`src/rtl/glitch_err_collector.sv`:
```
// Glitch detector error collector: counts rising edges of per-channel error
// flags, keeps a saturating total, captures the first failing channel and
// raises a one-shot irq. A four-phase clr_req/clr_ack handshake wipes the record.
module glitch_err_collector #(
  parameter int unsigned NCH  = 8,
  parameter int unsigned CNTW = 8,
  parameter int unsigned TOTW = 16,
  localparam int unsigned SELW = (NCH > 1) ? $clog2(NCH) : 1
) (
  input  logic            clk,
  input  logic            rst,
  input  logic            dis,
  input  logic [NCH-1:0]  err_in,
  input  logic            clr_req,
  output logic            clr_ack,
  input  logic [SELW-1:0] rd_sel,
  output logic [CNTW-1:0] rd_cnt,
  output logic [TOTW-1:0] tot_cnt,
  output logic            err_any,
  output logic            first_vld,
  output logic [SELW-1:0] first_ch,
  output logic            irq
);

  localparam logic [1:0] StIdle = 2'd0;
  localparam logic [1:0] StErr  = 2'd1;
  localparam logic [1:0] StClr  = 2'd2;
  localparam logic [1:0] StAck  = 2'd3;

  // Wide enough to add up to 32 simultaneous events without overflow.
  localparam int unsigned SUMW = TOTW + 6;
  localparam int unsigned RDN  = 2 ** SELW;

  localparam logic [CNTW-1:0] CntMax = {CNTW{1'b1}};
  localparam logic [TOTW-1:0] TotMax = {TOTW{1'b1}};

  logic [1:0]      state_q, state_d;
  logic [NCH-1:0]  err_q;
  logic [CNTW-1:0] cnt_q [NCH];
  logic [CNTW-1:0] cnt_d [NCH];
  logic [TOTW-1:0] tot_q, tot_d;
  logic            err_any_q, err_any_d;
  logic            first_vld_q, first_vld_d;
  logic [SELW-1:0] first_ch_q, first_ch_d;
  logic            irq_q, irq_d;
  logic [CNTW-1:0] rd_cnt_q;
  logic [CNTW-1:0] rd_tab [RDN];

  logic [NCH-1:0]  rise;
  logic [NCH-1:0]  counted;
  logic            cnt_en;
  logic            any_ev;
  logic [5:0]      n_ev;
  logic [SELW-1:0] low_idx;
  logic [SUMW-1:0] tot_sum;

  // Event qualification: clear request pre-empts counting in IDLE/ERR.
  always_comb begin
    rise    = err_in & ~err_q;
    cnt_en  = ~dis & (state_q != StClr) &
              ~(clr_req & ((state_q == StIdle) | (state_q == StErr)));
    counted = rise & {NCH{cnt_en}};
    any_ev  = |counted;
  end

  // Popcount and lowest index of this cycle's counted events.
  always_comb begin
    n_ev    = '0;
    low_idx = '0;
    for (int i = 0; i < NCH; i++) begin
      n_ev = n_ev + {5'd0, counted[i]};
    end
    for (int i = NCH - 1; i >= 0; i--) begin
      if (counted[i]) low_idx = SELW'(i);
    end
  end

  // Handshake FSM next state.
  always_comb begin
    state_d = state_q;
    case (state_q)
      StIdle: begin
        if (clr_req) state_d = StClr;
        else if (any_ev) state_d = StErr;
      end
      StErr: begin
        if (clr_req) state_d = StClr;
      end
      StClr: state_d = StAck;
      StAck: begin
        if (!clr_req) state_d = (err_any_q | any_ev) ? StErr : StIdle;
      end
      default: state_d = StIdle;
    endcase
  end

  // Counter, total and first-capture next state; CLR wipes everything.
  always_comb begin
    cnt_d       = cnt_q;
    tot_sum     = SUMW'(tot_q) + SUMW'(n_ev);
    tot_d       = (tot_sum > SUMW'(TotMax)) ? TotMax : tot_sum[TOTW-1:0];
    err_any_d   = err_any_q | any_ev;
    first_vld_d = first_vld_q | any_ev;
    first_ch_d  = first_ch_q;
    irq_d       = any_ev & ~first_vld_q;
    for (int i = 0; i < NCH; i++) begin
      if (counted[i] && (cnt_q[i] != CntMax)) cnt_d[i] = cnt_q[i] + 1'b1;
    end
    if (any_ev && !first_vld_q) first_ch_d = low_idx;
    if (state_q == StClr) begin
      for (int i = 0; i < NCH; i++) cnt_d[i] = '0;
      tot_d       = '0;
      err_any_d   = 1'b0;
      first_vld_d = 1'b0;
      first_ch_d  = '0;
      irq_d       = 1'b0;
    end
  end

  // Readback table padded with zeros for unused select codes.
  always_comb begin
    for (int i = 0; i < RDN; i++) begin
      rd_tab[i] = '0;
      if (i < NCH) rd_tab[i] = cnt_q[i];
    end
  end

  // State registers with synchronous reset.
  always_ff @(posedge clk) begin
    if (rst) begin
      state_q     <= StIdle;
      err_q       <= '0;
      for (int i = 0; i < NCH; i++) cnt_q[i] <= '0;
      tot_q       <= '0;
      err_any_q   <= 1'b0;
      first_vld_q <= 1'b0;
      first_ch_q  <= '0;
      irq_q       <= 1'b0;
      rd_cnt_q    <= '0;
    end else begin
      state_q     <= state_d;
      err_q       <= err_in;
      cnt_q       <= cnt_d;
      tot_q       <= tot_d;
      err_any_q   <= err_any_d;
      first_vld_q <= first_vld_d;
      first_ch_q  <= first_ch_d;
      irq_q       <= irq_d;
      rd_cnt_q    <= rd_tab[rd_sel];
    end
  end

  assign clr_ack   = (state_q == StAck);
  assign rd_cnt    = rd_cnt_q;
  assign tot_cnt   = tot_q;
  assign err_any   = err_any_q;
  assign first_vld = first_vld_q;
  assign first_ch  = first_ch_q;
  assign irq       = irq_q;

endmodule
```
`config.mk`:
```
export PLATFORM = sky130hd
export DESIGN_NAME = glitch_err_collector
export DESIGN_NICKNAME = d
export VERILOG_FILES = /design/src/rtl/glitch_err_collector.sv
export SDC_FILE = /design/constraint.sdc
export NUM_CORES = 1
export LEC_CHECK = 0
export ABC_AREA = 0
export BUFFER_PORTS_ARGS = -buffer_cell sky130_fd_sc_hd__buf_2
export CELL_PAD_IN_SITES_DETAIL_PLACEMENT = 1
export CELL_PAD_IN_SITES_GLOBAL_PLACEMENT = 1
export CORE_MARGIN = 2
export CORE_UTILIZATION = 35
export CTS_BUF_LIST = sky130_fd_sc_hd__clkbuf_2
export DETAILED_ROUTE_END_ITERATION = 7
export PLACE_DENSITY_LB_ADDON = 0.3
export SLEW_MARGIN = 0
export SYNTH_ARGS = -nofsm -noshare
export SYNTH_HDL_FRONTEND = slang
export SYNTH_SLANG_ARGS = --single-unit
```
`constraint.sdc`:
```
create_clock -name clk -period 4.74 [get_ports clk]
set_clock_uncertainty 0.15 [all_clocks]
set_input_delay 0.474 -clock clk [delete_from_list [all_inputs] [get_ports clk]]
set_output_delay 0.474 -clock clk [all_outputs]
set_load 0.005 [all_outputs]
```
==> results by group <==
Layout
  – Final nets: a little under 700
  – Commonest non-fill, non-tap cells in the layout: 102 x dfxtp_1, 90 x nor2_1, 53 x xnor2_1, 45 x buf_2
  – Area growth syn-to-layout: 12.13%
  – Share of cells above drive strength 1: 17.49%
  – Commonest non-fill, non-tap cell in the layout: dfxtp_1
  – Fillcell total: 1776
  – Core Util, Final: 39.88%
  – Final non-filler cell total: 835

Timing
  – Final Critical Period: 4.463 ns
  – Slew @ Worst Pin: 0.9233 ns
  – Final hold violation count: 0
  – Setup Total Neg Slack: 0 ns
  – Max Fclk: 0.2241 GHz
  – Final Max Tran Viols: 0
  – RSZ-0062 raised after global routing: no
  – Slew HR: about two fifths
  – Setup violators final: 0
  – Final Cycle Share: 94.16%
  – Hold slack: 0.09062 ns

Outcome
  – Outcome: complete, no violations

Clocking
  – CTS tree: built
  – Worst skew pair latency: ~0.63 ns
  – CTS clock-pin slew for the worst setup and hold paths: 0.29 ns
  – Sink Count: 104
  – H-tree levels: 3
  – Clk buf depth: 2
  – CTS Buf Count: 9
  – Clk root buf: clkbuf_2

Die
  – Total core area: roughly 15000 sq um
  – DIE AREA: 16400 sq um
  – Rows: 45
  – Starting Density: ~36%
  – I/O pins: between 40 and 50
  – Die height: between 100 and 150 um
  – Die Width: 128.1 um

Global route
  – Vias in the first global route: 4589
  – GRT Resource Usage Total: 17.59%
  – First-pass GRT wire length: 22910 um
  – Initial antenna violation count: 1
  – Largest net degree at the start of global routing: 45
  – GRT overflow: 0

Synthesis
  – Top_reg_cell synth: dfxtp_1
  – Yosys warns: 0
  – Synth cell types: between 50 and 60
  – Syn_nets: 623
  – EDFF count, synth: 0
  – Yosys top cell area share: 38.65%
  – Post-synth top area cell: dfxtp_1
  – Area contributors post-synth: dfxtp_1 39%, xnor2_1 8.6%, mux4_2 6.7%
  – Post-synth ARST share: 0%
  – Avg Synthesized Cell Area: 9.223 sq um
  – Synthesized flop and latch total: 104
  – Syn Inst Count: 584
  – Sequential share of the synthesized area: about two fifths
  – Cell area after synthesis: 5386 sq um

Power
  – Pwr Density: 297.7 nW/um^2
  – Lkg Pwr: about 2.1 nW
  – Maximum VDD drop: between 150 and 200 uV

Setup path
  – Critical path fanouts, max: 7
  – CP Launch Type: register
  – Worst setup EP type: register
  – Critical path arrival: 4.86 ns
  – CP required: 5.14 ns
  – Worst setup path class: register to register

Detailed routing
  – Routed length per instance: 16.49 um
  – Vias: approximately 4500
  – 1st-pass router iterations: 4
  – DRC violations left: 0
  – DR iter-0 viols: roughly 180
  – Via/cell ratio: 5.339
  – Routed Antenna Nets: 0
  – Total wire length: ~14000 um

Hold path
  – Worst hold-check path type: input pin to register

Placed design
  – Cells after DPL: 807
  – Post-DP HPWL: 10340 um
  – RePlAce Congestion: 0.8095
  – Port Buf Inserts: 45

Flow run
  – Max Cap Viol: 0
-- worst paths after layout --
path	slack [ns]	to	from	cells after the start
max	0.28	tot_cnt[1]	state_q[0]	18
min	0.09	rd_cnt[0]	rst	2
max reg2reg	0.28	tot_cnt[1]	state_q[0]	18
min reg2reg	0.34	first_ch[0]	first_ch[0]	2
-- metrics by stage --
stage | worst slack [ns] | area, sq um | power [mW]
6_report | 0.2768 | 6040 | 1.798
5_1_grt | 0.01701 | 6040 | 1.916
4_1_cts | 0.001382 | 5991 | 1.803
3_5_place_dp | 0.03415 | 5837 | 1.429
3_3_place_gp | 0.1982 | 5837 | 1.410
2_1_floorplan | 0.004917 | 5391 | 1.288
-- routing by layer --
| metal | vias up | GRT usage (%) | routed length, um | share of wire, % |
|---|---|---|---|---|
| met3 | 23 | 2.671 | 475 | 3.4 |
| met5 | - | 0 | 0 | 0 |
| met1 | 2185 | 22.97 | 6481 | 47 |
| met4 | 0 | 7.175 | 303 | 2.2 |
| li1 | 2178 | - | - | - |
| met2 | 72 | 29.19 | 6509 | 47 |
-- what timing repair did --
item,in CTS,in global routing
gates resized for setup,1,11
gates cloned,0,1
hold buffers,8,0
setup buffers,0,3
pin swaps,0,3
hold endpoints to repair,8,0
setup endpoints to repair,2,16
-- critical path, cell delays in order (launching register included) --
cell and delay (ns):
dfxtp_2 0.39, buf_4 0.13, ha_1 0.24, o21ai_4 0.20, nand3_2 0.12, inv_2 0.09
fa_1 0.40, inv_1 0.09, fa_1 0.42, fa_1 0.48, inv_1 0.10, fa_2 0.23
inv_1 0.06, fa_2 0.34, nor2b_1 0.12, o21ai_1 0.09, and2_4 0.19, or3_4 0.39
a21oi_1 0.16
-- cells by family after synthesis --
logic type,Yosys count,synth area share [%]
AND/OR/NAND/NOR,260,25.20
flip-flops,104,38.65
AO/OA/AOI/OAI,69,8.130
XOR/XNOR,60,9.756
buffers and inverters,38,2.857
multiplexers,29,9.129
adder cells (fa/ha/maj),24,6.272
-- registers in the layout (all words and copies together), names as in the netlist, 2 cells and up --
signal,cells
first_ch,3
cnt_q,64
err_q,8
tot_cnt,16
rd_cnt,8
state_q,2
-- power by group --
group	switching, mW	leakage, nW	total (mW)	internal (mW)
sequential	0.0416	0.842	0.964	0.923
clock	0.306	0.0477	0.364	0.0584
combinational	0.284	1.24	0.470	0.186
total	0.631	2.13	1.80	1.17
-- area by class of cell --
cell class	count	area, sq um	share of cell area (%)
inverters	19	71.32	1.181
well taps	188	235.2	3.895
clock buffers	9	45.04	0.7458
repair buffers	65	395.4	6.547
diodes	1	2.502	0.04143
clock inverters	6	27.53	0.4558
flip-flops and latches	104	2085	34.51
multi-input cells	443	3178	52.62
-- Yosys cell counts (3+ instances only) --
cell type,count
inv_1,19
nand2_1,34
mux4_2,16
nor2b_1,19
nor2_1,90
fa_1,5
nand3_1,29
nor4b_1,5
buf_1,4
xor2_1,7
ha_1,19
xnor2_1,53
a211oi_1,6
a21oi_1,35
nand2b_1,5
buf_2,3
nor3b_1,7
nor4_1,17
nor3_1,21
o21ai_0,10
nand3_2,5
clkbuf_1,11
nand4_1,11
dfxtp_1,104
mux2i_1,12
(Power assumes the default switching activity.)
